### src/rtl/seq_cla_adder_if.sv
// Handshake and data bundle between an operand producer, the iterative
// adder and a result consumer. The master side is the producer/consumer
// pair, the slave side is the adder itself.
interface seq_cla_adder_if #(
    parameter int WIDTH = 16
);
    logic             in_valid;
    logic             in_ready;
    logic [WIDTH-1:0] a;
    logic [WIDTH-1:0] b;
    logic             cin;
    logic             sub;
    logic             out_valid;
    logic             out_ready;
    logic [WIDTH-1:0] sum;
    logic             cout;
    logic             ovf;
    logic             busy;

    modport master (
        output in_valid, a, b, cin, sub, out_ready,
        input  in_ready, out_valid, sum, cout, ovf, busy
    );

    modport slave (
        input  in_valid, a, b, cin, sub, out_ready,
        output in_ready, out_valid, sum, cout, ovf, busy
    );
endinterface

### src/rtl/seq_cla_adder.sv
// Iterative WIDTH-bit adder/subtractor built around one 4-bit
// carry-lookahead slice. One nibble is processed per clock, LSB first;
// the inter-nibble carry is rebuilt from the slice's group P/G outputs.

// 4-bit carry-lookahead slice: nibble sum plus group propagate/generate.
module CLA (
    input  logic [3:0] a,
    input  logic [3:0] b,
    input  logic       cin,
    output logic [3:0] s,
    output logic       pg,
    output logic       gg
);
    logic [3:0] p;
    logic [3:0] g;
    logic [3:0] c;

    // Bit propagate/generate, internal lookahead carries, sum and group terms.
    always_comb begin
        p    = a ^ b;
        g    = a & b;
        c[0] = cin;
        c[1] = g[0] | (p[0] & cin);
        c[2] = g[1] | (p[1] & g[0]) | (p[1] & p[0] & cin);
        c[3] = g[2] | (p[2] & g[1]) | (p[2] & p[1] & g[0])
             | (p[2] & p[1] & p[0] & cin);
        s    = p ^ c;
        pg   = &p;
        gg   = g[3] | (p[3] & g[2]) | (p[3] & p[2] & g[1])
             | (p[3] & p[2] & p[1] & g[0]);
    end
endmodule

module seq_cla_adder #(
    parameter int WIDTH = 16
) (
    input  logic             clk,
    input  logic             reset,
    seq_cla_adder_if.slave   bus
);
    localparam int NIB  = WIDTH / 4;
    localparam int IDXW = (NIB > 1) ? $clog2(NIB) : 1;
    localparam logic [IDXW-1:0]  LAST_IDX = IDXW'(NIB - 1);
    localparam logic [WIDTH-1:0] NIB_MASK = WIDTH'(4'hF);

    typedef enum logic [1:0] {
        IDLE = 2'd0,
        RUN  = 2'd1,
        DONE = 2'd2
    } state_t;

    state_t           state;
    state_t           state_next;
    logic [IDXW-1:0]  idx;
    logic [WIDTH-1:0] a_reg;
    logic [WIDTH-1:0] b_eff;
    logic             carry;
    logic [WIDTH-1:0] sum_reg;
    logic             cout_reg;
    logic             ovf_reg;

    logic [IDXW+1:0]  shamt;
    logic [WIDTH-1:0] a_shift;
    logic [WIDTH-1:0] b_shift;
    logic [3:0]       slice_a;
    logic [3:0]       slice_b;
    logic [3:0]       slice_s;
    logic             slice_pg;
    logic             slice_gg;
    logic             carry_next;
    logic [WIDTH-1:0] sum_merge;
    logic             ovf_next;
    logic             last_nib;

    CLA u_cla (
        .a   (slice_a),
        .b   (slice_b),
        .cin (carry),
        .s   (slice_s),
        .pg  (slice_pg),
        .gg  (slice_gg)
    );

    // Select the current nibble with shifts so the index never needs a
    // wide part-select, then merge the slice result back into the sum.
    always_comb begin
        shamt      = {idx, 2'b00};
        a_shift    = a_reg >> shamt;
        b_shift    = b_eff >> shamt;
        slice_a    = a_shift[3:0];
        slice_b    = b_shift[3:0];
        carry_next = slice_gg | (slice_pg & carry);
        sum_merge  = (sum_reg & ~(NIB_MASK << shamt))
                   | (WIDTH'(slice_s) << shamt);
        last_nib   = (idx == LAST_IDX);
        ovf_next   = (a_reg[WIDTH-1] == b_eff[WIDTH-1])
                   & (slice_s[3] != a_reg[WIDTH-1]);
    end

    // State register; reset aborts any operation in flight.
    always_ff @(posedge clk) begin
        if (reset) begin
            state <= IDLE;
        end else begin
            state <= state_next;
        end
    end

    // Next-state decode: accept in IDLE, step nibbles in RUN, hold in DONE.
    always_comb begin
        state_next = state;
        case (state)
            IDLE:    if (bus.in_valid) state_next = RUN;
            RUN:     if (last_nib) state_next = DONE;
            DONE:    if (bus.out_ready) state_next = IDLE;
            default: state_next = IDLE;
        endcase
    end

    // Datapath: latch operands on accept, fold one nibble per RUN cycle,
    // and capture carry-out/overflow together with the top nibble.
    always_ff @(posedge clk) begin
        if (reset) begin
            idx      <= '0;
            a_reg    <= '0;
            b_eff    <= '0;
            carry    <= 1'b0;
            sum_reg  <= '0;
            cout_reg <= 1'b0;
            ovf_reg  <= 1'b0;
        end else begin
            case (state)
                IDLE: begin
                    if (bus.in_valid) begin
                        a_reg    <= bus.a;
                        b_eff    <= bus.sub ? ~bus.b : bus.b;
                        carry    <= bus.sub ? 1'b1 : bus.cin;
                        idx      <= '0;
                        sum_reg  <= '0;
                        cout_reg <= 1'b0;
                        ovf_reg  <= 1'b0;
                    end
                end
                RUN: begin
                    sum_reg <= sum_merge;
                    carry   <= carry_next;
                    if (last_nib) begin
                        cout_reg <= carry_next;
                        ovf_reg  <= ovf_next;
                    end else begin
                        idx <= idx + 1'b1;
                    end
                end
                default: ;
            endcase
        end
    end

    // Handshake flags are pure state decodes; results come straight from registers.
    always_comb begin
        bus.in_ready  = (state == IDLE);
        bus.out_valid = (state == DONE);
        bus.busy      = (state != IDLE);
        bus.sum       = sum_reg;
        bus.cout      = cout_reg;
        bus.ovf       = ovf_reg;
    end
endmodule
### src/flat_wrapper.sv
// flat-port wrapper written by rule: the top's interface ports become plain ports
module seq_cla_adder_flat 
#(
    parameter int WIDTH = 16
)
  (clk, reset, bus_in_valid, bus_a, bus_b, bus_cin, bus_sub, bus_out_ready, bus_in_ready, bus_out_valid, bus_sum, bus_cout, bus_ovf, bus_busy);
  seq_cla_adder_if #(.WIDTH(WIDTH)) bus_i ();
  input  logic clk;
  input  logic reset;
  input wire logic [$bits(bus_i.in_valid)-1:0] bus_in_valid;
  input wire logic [$bits(bus_i.a)-1:0] bus_a;
  input wire logic [$bits(bus_i.b)-1:0] bus_b;
  input wire logic [$bits(bus_i.cin)-1:0] bus_cin;
  input wire logic [$bits(bus_i.sub)-1:0] bus_sub;
  input wire logic [$bits(bus_i.out_ready)-1:0] bus_out_ready;
  output wire logic [$bits(bus_i.in_ready)-1:0] bus_in_ready;
  output wire logic [$bits(bus_i.out_valid)-1:0] bus_out_valid;
  output wire logic [$bits(bus_i.sum)-1:0] bus_sum;
  output wire logic [$bits(bus_i.cout)-1:0] bus_cout;
  output wire logic [$bits(bus_i.ovf)-1:0] bus_ovf;
  output wire logic [$bits(bus_i.busy)-1:0] bus_busy;
  assign bus_i.in_valid = bus_in_valid;
  assign bus_i.a = bus_a;
  assign bus_i.b = bus_b;
  assign bus_i.cin = bus_cin;
  assign bus_i.sub = bus_sub;
  assign bus_i.out_ready = bus_out_ready;
  assign bus_in_ready = bus_i.in_ready;
  assign bus_out_valid = bus_i.out_valid;
  assign bus_sum = bus_i.sum;
  assign bus_cout = bus_i.cout;
  assign bus_ovf = bus_i.ovf;
  assign bus_busy = bus_i.busy;
  seq_cla_adder #(.WIDTH(WIDTH)) u_core (.clk(clk), .reset(reset), .bus(bus_i));
endmodule
### config.mk
export PLATFORM = sky130hd
export DESIGN_NAME = seq_cla_adder_flat
export DESIGN_NICKNAME = d
export VERILOG_FILES = /design/src/rtl/seq_cla_adder_if.sv /design/src/rtl/seq_cla_adder.sv /design/src/flat_wrapper.sv
export SDC_FILE = /design/constraint.sdc
export NUM_CORES = 1
export LEC_CHECK = 0
export CAP_MARGIN = 20
export CELL_PAD_IN_SITES_DETAIL_PLACEMENT = 1
export CELL_PAD_IN_SITES_GLOBAL_PLACEMENT = 2
export CORE_MARGIN = 1.5
export CORE_UTILIZATION = 29
export CTS_BUF_LIST = sky130_fd_sc_hd__clkbuf_2
export CTS_CLUSTER_SIZE = 14
export DETAILED_ROUTE_END_ITERATION = 6
export PLACE_DENSITY = 0.75
export SYNTH_ARGS = -nofsm -noshare
export SYNTH_HDL_FRONTEND = slang
export SYNTH_HIERARCHICAL = 1
export SYNTH_SLANG_ARGS = --single-unit
### constraint.sdc
create_clock -name clk -period 2.4 [get_ports clk]
set_input_delay 0.36 -clock clk [delete_from_list [all_inputs] [get_ports clk]]
set_output_delay 0.36 -clock clk [all_outputs]
set_load 0.05 [all_outputs]
Word level (Yosys, flattened, before mapping). Cells that the tools add are included.

Add/subtract/negate cells: 1. Multipliers: 0. Div/mod/pow operators: 0. Order comparisons: 0. Equality and inequality tests: 9. Shift-type cells: 4. Mux-type cells: 18. Bitwise logic cells: 33. Reduce and logical (&&, ||, !) cells: 9.

Operators by type and width (count): 16-bit 2-to-1 mux (2); 16-bit inverter (2); 16-bit case mux with 2 select lines (1); 16-bit by 4-bit right shift with 4-bit output (2); 1-bit bitwise AND (16); 16-bit bitwise AND (1); 16-bit bitwise OR (1); 4-bit by 4-bit << shifter with 16-bit output (1); 4-bit by 4-bit << shifter with 16-bit output (first input constant) (1); 2-bit 2-to-1 mux (5); 1-bit bitwise OR (10); 3-bit AND reduction (3); 4-bit XOR (2); 2-bit inequality test (second input constant) (3); 1-bit case mux with 2 select lines (3); 2-bit case mux with 3 select lines (1); 1-bit 2-to-1 mux (5); 4-bit bitwise AND (1); 2-bit == test (second input constant) (2); 2-bit case mux with 2 select lines (1); 2-bit AND reduction (2); 4-bit AND reduction (1); 2-bit nonzero test (2); 2-bit by 1-bit adder with 2-bit output (second input constant) (1); other kinds (5) (5).

Flip-flop bits (word level): 55. Latch bits: 0. Memory bits (writable): 0. ROM bits: 0. Memories: 0.

Longest topological paths before layout.
Depth after elaboration: 11. Mapped depth: 9. Gate-level depth less buffers: 8.

Cells and area by module. The synthesis kept the hierarchy.

Modules (own cells, without submodules): seq_cla_adder (times used 1, cells each 248, area an instance 2517.4 um^2, sequential area each 1101.1 um^2); CLA (times used 1, cells each 22, area an instance 182.7 um^2, sequential area each 0.0 um^2).

Least setup slack after synthesis. No wires, ideal clock.

Path kind: reg2reg. Start: register u_core.idx[0]. End: register u_core.ovf_reg (netlist: u_core/bus.ovf). Library setup time: 118 ps. Arrival time: 2385 ps. Required time: 2282 ps. Setup slack: -103 ps. Stages on the path, launching flop included: 10. Buffers on the path: 1. Period minus slack after synthesis: 2503 ps. Path through: dfxtp_1 -> buf_2 -> mux4_2 -> ha_1 -> a21oi_1 -> nand3_1 -> xor2_1 -> and3b_1 -> a21oi_1 -> o2bb2ai_1.

Longest elaborated chain between the ends: 11. Elaborated cells between the ends (all ways): 20. Those cells by class: eq/ne: 3; shift: 2; mux: 2; bitwise: 12; reduce/logical: 1.

RTL lines: from (decl) (RTL line seq_cla_adder.sv:54) `logic [IDXW-1:0] idx;`; from (signal assigned) (RTL line seq_cla_adder.sv:151) `idx <= idx + 1'b1;`; 16-bit by 4-bit right shift with 4-bit output (*) (RTL line seq_cla_adder.sv:88) `a_shift = a_reg >> shamt;`; named net u_core.a_shift[2] (RTL line seq_cla_adder.sv:63) `logic [WIDTH-1:0] a_shift;`; 4-bit XOR (RTL line seq_cla_adder.sv:20) `p = a ^ b;`; 1-bit bitwise AND, on equally long branches (RTL line seq_cla_adder.sv:25, seq_cla_adder.sv:26); 1-bit bitwise OR (tied with other cells) (RTL line seq_cla_adder.sv:25) `c[3] = g[2] | (p[2] & g[1]) | (p[2] & p[1] & g[0])`; 1-bit bitwise OR / 1-bit bitwise AND (equally long branches) (RTL line seq_cla_adder.sv:25, seq_cla_adder.sv:26); 1-bit bitwise OR (*) (RTL line seq_cla_adder.sv:26) `| (p[2] & p[1] & p[0] & cin);`; 4-bit XOR (*) (RTL line seq_cla_adder.sv:27) `s = p ^ c;`; named net u_core.slice_s[3] (RTL line seq_cla_adder.sv:67) `logic [3:0] slice_s;`; 1-bit inequality test (*) (RTL line seq_cla_adder.sv:97) `& (slice_s[3] != a_reg[WIDTH-1]);`; 1-bit bitwise AND (*) (RTL line seq_cla_adder.sv:97); 1-bit 2-to-1 mux (*) (RTL line seq_cla_adder.sv:147) `if (last_nib) begin`; 1-bit case mux with 2 select lines (*) (RTL line seq_cla_adder.sv:132) `case (state)`; to (signal assigned) (RTL line seq_cla_adder.sv:149) `ovf_reg <= ovf_next;`; to (decl) (RTL line seq_cla_adder.sv:60) `logic ovf_reg;`.

The timed path passes the listed nets; every way through them passes the cells marked *. The select of a mux whose other input is x is not followed. A chain may end at the register's enable or synchronous reset.

Worst setup path in the final report.
Start: register u_core.idx[0]. End: register u_core.cout_reg (netlist: u_core/bus.cout).

Elaborated cells between the ends (all ways): 20. Those cells by class: eq/ne: 2; shift: 2; mux: 2; bitwise: 12; reduce/logical: 2.

RTL lines: 16-bit by 4-bit right shift with 4-bit output (*) (RTL line seq_cla_adder.sv:89) `b_shift = b_eff >> shamt;`; named net u_core.b_shift[1] (RTL line seq_cla_adder.sv:64) `logic [WIDTH-1:0] b_shift;`; 4-bit bitwise AND / 4-bit XOR (equally long branches) (RTL line seq_cla_adder.sv:21, seq_cla_adder.sv:20); 1-bit bitwise AND, on equally long branches (RTL line seq_cla_adder.sv:29, seq_cla_adder.sv:30); 1-bit bitwise OR / 1-bit bitwise AND (equally long branches) (RTL line seq_cla_adder.sv:29, seq_cla_adder.sv:30); 1-bit bitwise OR (*) (RTL line seq_cla_adder.sv:30) `| (p[3] & p[2] & p[1] & g[0]);`; named net u_core.slice_gg (RTL line seq_cla_adder.sv:69) `logic slice_gg;`; 1-bit bitwise OR (*) (RTL line seq_cla_adder.sv:92) `carry_next = slice_gg | (slice_pg & carry);`; 1-bit 2-to-1 mux (*) (RTL line seq_cla_adder.sv:147); 1-bit case mux with 2 select lines (*) (RTL line seq_cla_adder.sv:132); to (signal assigned) (RTL line seq_cla_adder.sv:148) `cout_reg <= carry_next;`; to (decl) (RTL line seq_cla_adder.sv:59) `logic cout_reg;`.

Marks and branches as above.

==> metrics list <==
- The worst path needs 2.31 ns of the cycle, external delays included.
* Worst-Skew Late Latency: 0.46 ns
* Initial antenna violation count: 0
- Number of global-route vias before repair: 2129
- Setup crit end kind: flip-flop
- After layout, the worst path uses 96.3% of the clock period.
- The floorplan step defined a die boundary enclosing 9900 µm².
* Total count of max-transition violations in the final report: 0
- A synthesized cell averages 10.0 µm².
- The number of endpoints with negative hold slack in the final report is 0.
- In the synthesized netlist the async set-or-reset flop fraction comes to 0%.
* Cell count after placement: 439
- Sum of net half-perimeters after detailed placement: 5110 µm
- Worst slew slack as a fraction of its limit: 58.2%
* Sequential element share of the synthesized area: 40.8%
* HP Class: in2reg
* Max Fclk: 433 MHz
- Pwr/cell area: 551 nW/µm²
- Sum of internal, switching and leakage power: 1.97 mW
* Via count: 2183
- After detailed placement, the total cell area comes to 3450 µm².
- Initial core utilization: 29.5%
- CTS Sinks: 55
* Buffer depth of the longest clock path: 2
- Summed over all cells, the static leakage comes to 1.36 nW.
- Root cell of the clock tree: sky130_fd_sc_hd__clkbuf_2
- The critical path is of the reg2reg type.
- H-tree level count: 2
- The synthesized netlist occupies a cell area of 2700 µm².
- Required time of the critical path: 2.78 ns
- For the pin with the worst max-slew slack, the measured transition is 0.626 ns.
- Measured along the y axis, the die boundary spans 99.5 µm.
* Launching point of the worst reg2reg path: u_core/idx[0]$_SDFFE_PP0P_
- TritonCTS buffer count: 5
- Area of the core: 9150 µm²
* Most frequent standard cell in the layout excluding fill and tap cells: sky130_fd_sc_hd__clkdlybuf4s50_1
- Average vias per placed instance: 4.88
- Prevailing post-synth register cell: sky130_fd_sc_hd__dfxtp_1
- The worst register-to-register path has a depth of 9.
- Number of top-level pins: 59
* Post-synthesis sequential element count: 55
* Smallest hold slack: 0.404 ns
* Die Wd: 99.5 µm
- STA classifies the critical path startpoint as a flip-flop.
* DRC violation count after routing: 0
- Yosys mapped a number of flops with a built-in enable equal to 0.
- Post-DRT Antenna Nets: 0
- Fin cells: 447
- Setup slack on the worst flop-to-flop path: 0.09 ns
- Crit Reg-Reg Endpoint: u_core/bus.cout$_SDFFE_PP0P_
- In this run the most critical hold path is launched from bus_a[8].
* Status: finished clean
- VDD sags by at most 0.200 mV.
* Routed len/inst: 15.1 µm
* Reported max-cap violation count: 0
- In the final timing run, aggregate negative setup slack is 0 ns.
- Count of distinct cell types in the synthesized netlist: 42
- The pre-antenna-repair detailed-routing pass consisted of 4 iterations.
- The worst hold path terminates at u_core/a_reg[8]$_SDFFE_PP0P_.
- N_diodes: 0
* Maximum clock skew at final layout: 0.0212 ns
- Wires add up to 6730 µm.
- Synthesis produced 270 cells.
- Global Route Usage Sum: 13.9%
- Arrival time of data at the critical path endpoint: 2.69 ns
- Cell area after layout: 3580 µm²
* Post-synthesis net count: 319
- For this run, the number of Yosys warnings is 6.
- Critical path fanouts, max: 5
- During placement, the flow inserted port buffers numbering 58.
- After the first detailed-routing iteration, the DRC count stood at 52.
* Floorplan row count: 35
- Final #Nets: 385
- Most frequent cells in the layout: 55 x sky130_fd_sc_hd__clkdlybuf4s50_1, 52 x sky130_fd_sc_hd__dfxtp_1, 33 x sky130_fd_sc_hd__nand2_1
- CTS tree: done
- Setup violations remaining at the end of the flow were counted as 0.
- Leftover overflow at the end of global routing: 0
- Synth-to-Final Area Change: 32.6%
- Clock-pin slew was measured on the worst setup and hold paths at 0.27 ns.
- The first global-routing pass estimated 10700 µm of wire.
- Number of buffers added to fix hold violations after cts: 0
- Hold path depth: 3
- Ratio of cells with drive above 1 in the final layout: 19.3%
- Entering global routing, the biggest net connects 49 pins.
- The congestion estimate from routability-driven global placement came to 0.767.
[through the flow]
stage / util, % / setup WS, ns
2_1_floorplan: - / 0.00623
3_3_place_gp: 37.6 / 0.00143
3_5_place_dp: 37.6 / -0.127
4_1_cts: 38.6 / 0.0172
5_1_grt: 39.1 / -0.00931
6_report: 39.1 / 0.0896
[per-layer routing]
| layer | routed length [µm] | vias to the layer above | global-route usage (%) |
|---|---|---|---|
| li1 | - | 1084 | - |
| met1 | 3100 | 1058 | 17.1 |
| met2 | 3350 | 36 | 24.3 |
| met3 | 222 | 5 | 3.09 |
| met4 | 64 | 0 | 3.90 |
| met5 | 0 | - | 0 |
[cells in the mapped netlist (all sizes together) (3+ instances only)]
master	n	area share, %
and3	4	1.7
clkbuf	3	0.56
a211oi	16	4.4
a22o	16	5.2
nand3	4	0.74
ha	10	4.6
nor2	19	2.6
mux4	8	6.7
xnor2	18	5.8
buf	15	3.8
nand2	33	4.6
dfxtp	55	41
mux2	4	1.7
inv	9	1.3
nor2b	6	1.4
a21oi	27	6.1
[logic make-up (layout without fill, tap and decap cells)]
family / count (synthesis) / after routing / share of synthesized area [%]
AND/OR/NAND/NOR: 76 / 76 / 14.7
AO/OA/AOI/OAI: 70 / 70 / 19.1
flip-flops: 55 / 55 / 40.8
buffers and inverters: 27 / 93 / 5.56
XOR/XNOR: 19 / 19 / 6.16
multiplexers: 12 / 12 / 8.34
adder cells (fa/ha/maj): 11 / 11 / 5.38
[worst max-delay path: stages, from the launching register on]
cell                       delay [ns]
sky130_fd_sc_hd__dfxtp_4         0.44
sky130_fd_sc_hd__buf_4           0.14
sky130_fd_sc_hd__mux4_2          0.53
sky130_fd_sc_hd__ha_4            0.30
sky130_fd_sc_hd__nand3_2         0.09
sky130_fd_sc_hd__buf_4           0.15
sky130_fd_sc_hd__nand2_1         0.06
sky130_fd_sc_hd__a21o_1          0.16
sky130_fd_sc_hd__a21oi_1         0.05
sky130_fd_sc_hd__a311oi_1        0.31
[worst max-delay path by stage]
stage                                            start                               to  slack, ns  depth (start not counted)
after global placement      u_core/idx[0]$_SDFFE_PP0P_  u_core/bus.sum[11]$_SDFFE_PP0P_      0.001                          8
final                       u_core/idx[0]$_SDFFE_PP0P_     u_core/bus.cout$_SDFFE_PP0P_       0.09                          9
after global routing        u_core/idx[0]$_SDFFE_PP0P_      u_core/bus.ovf$_SDFFE_PP0P_     -0.009                         10
after detailed placement    u_core/idx[0]$_SDFFE_PP0P_  u_core/bus.sum[15]$_SDFFE_PP0P_      -0.13                          8
after CTS                 u_core/state[1]$_SDFFE_PP0P_                         bus_busy       0.02                          3
after floorplan             u_core/idx[0]$_SDFFE_PP0P_      u_core/bus.ovf$_SDFFE_PP0P_      0.006                          9
[report_power, final]
group | internal (mW) | switching (mW) | leakage [nW]
clock | 0.169 | 0.295 | 0.0350
sequential | 0.970 | 0.0414 | 0.452
combinational | 0.255 | 0.241 | 0.878
total | 1.39 | 0.578 | 1.36
[layout make-up]
class / instances / area (µm²)
well taps: 111 / 139
inverters: 9 / 33.8
multi-input cells: 188 / 1510
clock inverters: 2 / 37.5
clock buffers: 5 / 25.0
repair buffers: 77 / 732
flip-flops and latches: 55 / 1110
fillers: 1037 / 5570
[timing repair]
| action | in CTS | in global routing |
|---|---|---|
| pin swaps | 0 | 2 |
| endpoints found under the setup margin | 15 | 12 |
| gates resized for setup | 8 | 7 |
| buffers inserted | 0 | 1 |
Power figures use the tool's default switching activity.
